File: config.mk
export PLATFORM = sky130hd
export DESIGN_NAME = output_writer
export DESIGN_NICKNAME = d
export VERILOG_FILES = /design/src/rtl/output_writer.sv
export SDC_FILE = /design/constraint.sdc
export NUM_CORES = 1
export LEC_CHECK = 0
export BUFFER_PORTS_ARGS = -buffer_cell sky130_fd_sc_hd__clkbuf_2
export CORE_ASPECT_RATIO = 0.75
export CORE_MARGIN = 2
export CORE_UTILIZATION = 45
export CTS_CLUSTER_DIAMETER = 120
export DETAILED_ROUTE_END_ITERATION = 8
export GPL_TIMING_DRIVEN = 0
export SYNTH_ARGS = -nofsm -noshare
export SYNTH_HDL_FRONTEND = slang
export SYNTH_SLANG_ARGS = --single-unit
export TNS_END_PERCENT = 20
File: constraint.sdc
create_clock -name clk -period 9.4 [get_ports clk]
set_input_delay 0.47 -clock clk [delete_from_list [all_inputs] [get_ports clk]]
set_output_delay 0.47 -clock clk [all_outputs]
set_load 0.005 [all_outputs]
File: src/rtl/output_writer.sv
// ============================================================================
// output_writer: bias add, rounding shift, ReLU, int8 saturation, SRAM write-back
// Revision: 1.0
// ============================================================================
`default_nettype none

module output_writer #(
    parameter int ACC_W      = 32,
    parameter int OUT_BANKS  = 6,
    parameter int BANK_WORDS = 32768,
    parameter int BIAS_AW    = 10
) (
    input  logic                 clk,
    input  logic                 rst,
    input  logic                 start_i,
    input  logic [17:0]          num_words_i,
    input  logic [9:0]           num_ch_i,
    input  logic [4:0]           shift_i,
    input  logic                 relu_en_i,
    input  logic                 acc_valid_i,
    input  logic [ACC_W-1:0]     acc_data_i,
    output logic                 acc_ready_o,
    output logic                 bias_cs_o,
    output logic [BIAS_AW-1:0]   bias_addr_o,
    input  logic [15:0]          bias_rdata_i,
    output logic [OUT_BANKS-1:0] out_cs_o,
    output logic                 out_we_o,
    output logic [14:0]          out_addr_o,
    output logic [15:0]          out_wdata_o,
    output logic                 busy_o,
    output logic                 finish_o
);

    localparam int          ROW_W   = $clog2(BANK_WORDS);
    localparam logic [18:0] c_LIMIT = 19'(OUT_BANKS * BANK_WORDS);

    typedef enum logic [1:0] {
        S_IDLE  = 2'd0,
        S_RUN   = 2'd1,
        S_DRAIN = 2'd2,
        S_DONE  = 2'd3
    } state_t;

    state_t             state_q, state_d;
    logic [17:0]        num_words_q;
    logic [9:0]         num_ch_q;
    logic [4:0]         shift_q;
    logic               relu_q;
    logic [17:0]        acc_cnt_q;
    logic [9:0]         ch_q;
    logic [17:0]        widx_q;
    logic               s1_valid_q;
    logic [ACC_W-1:0]   s1_acc_q;
    logic               s2_valid_q;
    logic [7:0]         s2_q;
    logic [17:0]        s2_idx_q;

    logic               w_can_accept;
    logic               w_xfer;
    logic [ACC_W:0]     w_sum;
    logic [ACC_W+1:0]   w_sum_x;
    logic [ACC_W+1:0]   w_round;
    logic signed [ACC_W+1:0] w_tmp;
    logic signed [ACC_W+1:0] w_r;
    logic               w_neg;
    logic               w_hi_ones;
    logic               w_hi_zero;
    logic [7:0]         w_q;
    logic [17-ROW_W:0]  w_bank;
    logic               w_wr;

    assign w_can_accept = (state_q == S_RUN) && (acc_cnt_q < num_words_q) && !rst;
    assign w_xfer       = w_can_accept && acc_valid_i;

    // S1 datapath: bias arrives this cycle from the SRAM read issued at transfer.
    assign w_sum   = {s1_acc_q[ACC_W-1], s1_acc_q}
                   + {{(ACC_W-15){bias_rdata_i[15]}}, bias_rdata_i};
    assign w_sum_x = {w_sum[ACC_W], w_sum};
    // Half-LSB rounding constant; collapses to zero when shift is zero.
    assign w_round = ((ACC_W+2)'(1) << shift_q) >> 1;
    assign w_tmp   = w_sum_x + w_round;
    assign w_r     = w_tmp >>> shift_q;

    assign w_neg     = w_r[ACC_W+1];
    assign w_hi_ones = &w_r[ACC_W+1:7];
    assign w_hi_zero = ~|w_r[ACC_W+1:7];

    always_comb begin
        w_q = w_r[7:0];
        if (relu_q && w_neg) begin
            w_q = 8'h00;
        end else if (w_neg && !w_hi_ones) begin
            w_q = 8'h80;
        end else if (!w_neg && !w_hi_zero) begin
            w_q = 8'h7F;
        end
    end

    always_comb begin
        state_d = state_q;
        case (state_q)
            S_IDLE:  if (start_i) state_d = (num_words_i == 18'd0) ? S_DONE : S_RUN;
            S_RUN:   if (w_xfer && (acc_cnt_q + 18'd1 == num_words_q)) state_d = S_DRAIN;
            S_DRAIN: if (!s1_valid_q) state_d = S_DONE;
            S_DONE:  state_d = S_IDLE;
            default: state_d = S_IDLE;
        endcase
    end

    always_ff @(posedge clk) begin
        if (rst) begin
            state_q     <= S_IDLE;
            num_words_q <= '0;
            num_ch_q    <= '0;
            shift_q     <= '0;
            relu_q      <= 1'b0;
            acc_cnt_q   <= '0;
            ch_q        <= '0;
            widx_q      <= '0;
            s1_valid_q  <= 1'b0;
            s1_acc_q    <= '0;
            s2_valid_q  <= 1'b0;
            s2_q        <= '0;
            s2_idx_q    <= '0;
        end else begin
            state_q <= state_d;
            if (state_q == S_IDLE && start_i) begin
                num_words_q <= num_words_i;
                num_ch_q    <= (num_ch_i == 10'd0) ? 10'd1 : num_ch_i;
                shift_q     <= shift_i;
                relu_q      <= relu_en_i;
                acc_cnt_q   <= '0;
                ch_q        <= '0;
                widx_q      <= '0;
            end
            if (w_xfer) begin
                acc_cnt_q <= acc_cnt_q + 18'd1;
                ch_q      <= (ch_q == num_ch_q - 10'd1) ? 10'd0 : ch_q + 10'd1;
                s1_acc_q  <= acc_data_i;
            end
            s1_valid_q <= w_xfer;
            s2_valid_q <= s1_valid_q;
            if (s1_valid_q) begin
                s2_q     <= w_q;
                s2_idx_q <= widx_q;
                widx_q   <= widx_q + 18'd1;
            end
        end
    end

    assign w_bank = s2_idx_q[17:ROW_W];
    // Out-of-range indices still consume an index but never strobe the SRAM.
    assign w_wr   = s2_valid_q && !rst && ({1'b0, s2_idx_q} < c_LIMIT);

    assign acc_ready_o = w_can_accept;
    assign bias_cs_o   = w_xfer;
    assign bias_addr_o = BIAS_AW'(ch_q);
    assign out_we_o    = w_wr;
    assign out_cs_o    = w_wr ? (OUT_BANKS'(1) << w_bank) : '0;
    assign out_addr_o  = w_wr ? s2_idx_q[14:0] : 15'd0;
    assign out_wdata_o = w_wr ? {{8{s2_q[7]}}, s2_q} : 16'd0;
    assign busy_o      = ((state_q == S_RUN) || (state_q == S_DRAIN)) && !rst;
    assign finish_o    = (state_q == S_DONE) && !rst;

endmodule

`default_nettype wire

==> impl_results.rst <==
.. list-table::
   :header-rows: 1

   * - Metric
     - Value
   * - Outcome
     - finished, final reports clean
   * - Area growth, synth to finish
     - 12.8%
   * - Cell area after technology mapping
     - approximately 14000 µm²
   * - Num rows
     - 55
   * - Total clock buffers created by CTS
     - 17
   * - Fmax achieved
     - 122 MHz
   * - Most used flip-flop cell after synthesis
     - dfxtp_1
   * - Final number of max-transition violations
     - 0
   * - Measured slew at the worst slew-check pin
     - between 1 and 1.5 ns
   * - Arrival time reported for the critical path endpoint
     - 8.52 ns
   * - Worst vdd ir
     - ~130 µV
   * - Met1 WL
     - approximately 26 mm
   * - Hold buffer count at CTS
     - 0
   * - TritonCTS clock tree
     - built
   * - Total met3 wirelength after detailed routing
     - 4.28 mm
   * - Overall power of the completed layout
     - 3040 µW
   * - Topmost layer with routed signal wires
     - met4
   * - Number of synthesized flops with an enable pin
     - 0
   * - Wire length per cell after detailed routing
     - approximately 21 µm
   * - Clk pwr share
     - 0.219
   * - Source-to-sink clock delay at the later pin of the worst-skew pair
     - ~0.44 ns
   * - Category of the worst setup path capture point
     - register
   * - Number of maximum-capacitance constraint violations
     - 0
   * - Clock-pin slew reported for the worst setup and hold paths after clock tree synthesis
     - 0.07 ns
   * - Max Root-Sink Buffers
     - 2
   * - Boundary pin count
     - 138
   * - Synthesized area per cell
     - roughly 7.3 µm²
   * - Number of antenna violations at the first check in global routing
     - 0
   * - Number of nets still failing antenna checks after routing
     - 0
   * - Number of buffer cells added on primary ports
     - 137
   * - Remaining design rule violation count
     - 0
   * - Count of buffers added by post-CTS timing repair for setup
     - 0
   * - Worst hold-check path type
     - in -> reg
   * - Yosys synthesis warning count
     - 0
   * - Hold violation count in the final report
     - 0
   * - Setup repair after global routing missed its margin
     - false
   * - Share of flip-flops with an asynchronous set or reset
     - 0
   * - Layout cell share with drive strength beyond 1
     - 0.132
   * - Number of global-route vias before repair
     - between 10000 and 15000
   * - Post-detailed-routing wire length
     - 51.3 mm
   * - Cell with the biggest individual delay on the critical path
     - o311ai_2
   * - Total net switching power
     - about 1400 µW
   * - GPL Wtd Cong
     - 0.962
   * - Layout Nets
     - roughly 2200
   * - Max-Slew Margin vs Limit
     - 0.209
   * - Detailed-routing iteration count for the pre-antenna-repair pass
     - 7
   * - Flip-flop and latch count after synthesis
     - ~140
   * - Final setup violation count
     - 0
   * - Total Routing Usage GR
     - 0.320
   * - Leading cell type in the layout, fill and taps excluded
     - nand2_1
   * - Required time of the worst setup path
     - roughly 9.7 ns
   * - CTS root buf
     - clkbuf_16
   * - Count of vias placed by the detailed router
     - ~15000
   * - Final Hold Slack
     - ~0.25 ns
   * - PwrDens
     - around 200 nW/µm²
   * - Via density per instance
     - about 6.1
   * - Gr ovfl total
     - 0
   * - Series of cell instances along the critical path
     - clkbuf_1, clkbuf_1, buf_2, buf_1, buf_1, clkbuf_1, nor3_1, ha_1, a211oi_1, o21ai_1, o211ai_1, nand2_4, o311ai_2, nor3_1, a211o_1, a211oi_2, nand3_1, a2111oi_0, and4b_1, a31oi_1, o41ai_4, and3_1, a311oi_1
   * - Num Clock Sinks
     - ~140
   * - Setup TNS
     - 0 ns
   * - Half-perimeter wire length after placement
     - between 40 and 50 mm
   * - H-tree levels
     - 4
   * - Post-synthesis sequential area ratio
     - 0.207
   * - Max FO, Critical Path
     - 10
   * - Period minus WS final
     - approximately 8.2 ns
   * - Proportion of power drawn by combinational gates
     - 0.551
   * - Post-synth cell types
     - about 100
   * - Area of the die
     - 31900 µm²
   * - Largest net degree at the start of global routing
     - 18
   * - Global-route wire length before repair
     - 79.0 mm
   * - Most frequent cell on the critical path
     - clkbuf_1
   * - DR WL met2
     - 20.5 mm
   * - Resize count post-CTS
     - 0
   * - Switching power share of the total
     - 0.477
   * - Commonest cells after routing, fill and taps aside
     - nand2_1, nor2_1, a21oi_1, dfxtp_1, clkbuf_2
   * - Die Span X
     - slightly above 200 µm
   * - Final worst-path cycle share
     - 0.875
   * - Leakage power
     - between 0.006 and 0.007 µW
   * - Internal Power
     - ~1600 µW
   * - Initial core utilization
     - 0.457
   * - Number of instances in the synthesized netlist
     - around 1900
   * - Core region area
     - about 30000 µm²
   * - Number of DRC markers in iteration 0
     - between 1000 and 1500
   * - Element type at the critical path start
     - register
   * - Setup Crit Path Kind
     - reg -> reg
   * - Antenna Diode Count
     - 0
   * - Vert. Die Dim
     - between 150 and 200 µm
   * - Post-synthesis net count
     - about 2000
   * - Part of the power in registers
     - 0.230
   * - Clock Skews
     - between 0.015 and 0.02 ns
   * - Delay of the slowest cell on the worst path
     - between 0.8 and 0.9 ns
==> through the flow <==
stage	setup WS, ns	std cells	instance area, µm²	utilization
after global routing	0.836	2445	15500	0.515
after CTS	1.48	2445	15500	0.515
final	1.17	2445	15500	0.515
after global placement	1.46	2413	14900	0.496
after floorplan	3.04	1877	13700	-
after detailed placement	1.54	2413	14900	0.496
==> registers in the layout, indices dropped and copies added, names as in the netlist <==
name and cells:
num_ch_q 10, widx_q 18, s2_valid_q 1, bias_addr_o 10
num_words_q 18, state_q 2, acc_cnt_q 18, s1_acc_q 32
s1_valid_q 1, relu_q 1, s2_idx_q 18, shift_q 5
s2_q 8
==> layout make-up <==
class | count | area [µm²]
tap | 399 | 499
multi-input combinational | 1564 | 10100
fill | 3007 | 14600
clock inverter | 15 | 141
timing repair buffer | 137 | 686
sequential | 142 | 2840
buffer | 119 | 544
inverter | 52 | 195
clock buffer | 17 | 425
==> path summary, 6_finish.rpt <==
| kind | from | to | slack, ns | cells past startpoint |
|---|---|---|---|---|
| worst max-delay path | shift_q[2] | s2_q[2] | 1.17 | 23 |
| worst min-delay path | acc_data_i[9] | s1_acc_q[9] | 0.25 | 3 |
| worst max register to register | shift_q[2] | s2_q[2] | 1.17 | 23 |
| worst min register to register | num_words_q[3] | num_words_q[3] | 0.46 | 2 |
==> cell usage after synthesis, types with 12 or more instances <==
cell	count	area share
nor3_1	46	0.017
buf_2	18	0.0066
a31oi_1	21	0.0096
mux2i_1	47	0.034
buf_4	12	0.0066
xnor2_1	81	0.052
xor2_1	31	0.020
inv_1	48	0.013
nand2b_1	12	0.0055
buf_1	13	0.0036
mux2_2	12	0.0098
a21o_1	19	0.010
clkbuf_1	72	0.020
a21oi_1	168	0.061
o21ai_1	13	0.0047
o31ai_1	12	0.0066
o21ai_0	87	0.032
o22ai_1	14	0.0064
nor2_1	195	0.053
ha_1	90	0.082
nand2_1	268	0.073
o211ai_1	17	0.0093
a211oi_1	17	0.0093
nand3_1	56	0.020
a221oi_1	14	0.0089
and2_1	32	0.015
nor2b_1	13	0.0059
and3_1	38	0.017
nand4_1	24	0.011
o21a_1	30	0.016
dfxtp_1	142	0.21
nor4_1	25	0.011
==> logic make-up after synthesis <==
kind of cell | Yosys count | synth area share
AND/OR/NAND/NOR | 753 | 0.257
AO/OA/AOI/OAI | 537 | 0.264
buffers and inverters | 171 | 0.0539
flip-flops | 142 | 0.207
XOR/XNOR | 114 | 0.0738
adder cells (fa/ha/maj) | 92 | 0.0849
multiplexers | 68 | 0.0589
==> critical path, delay by kind of cell (launching register included) <==
family | cells | cell delay, ns
adder cells (fa/ha/maj) | 1 | 0.38
buffers and inverters | 6 | 2.63
flip-flops | 1 | 0.30
AND/OR/NAND/NOR | 6 | 1.15
AO/OA/AOI/OAI | 10 | 3.62
==> power groups by stage <==
stage	registers, µW	clock network, µW	logic (µW)
2_1_floorplan	696	0	1130
3_3_place_gp	711	0	1620
3_5_place_dp	712	0	1620
4_1_cts	698	682	1620
5_1_grt	705	704	1800
6_report	699	666	1670
==> per-layer routing <==
layer | GRT usage | vias up
li1 | - | 7144
met1 | 0.491 | 7081
met2 | 0.452 | 609
met3 | 0.0637 | 59
met4 | 0.0702 | 0
met5 | 0 | -
No activity file was read; power rests on OpenSTA's default activity.
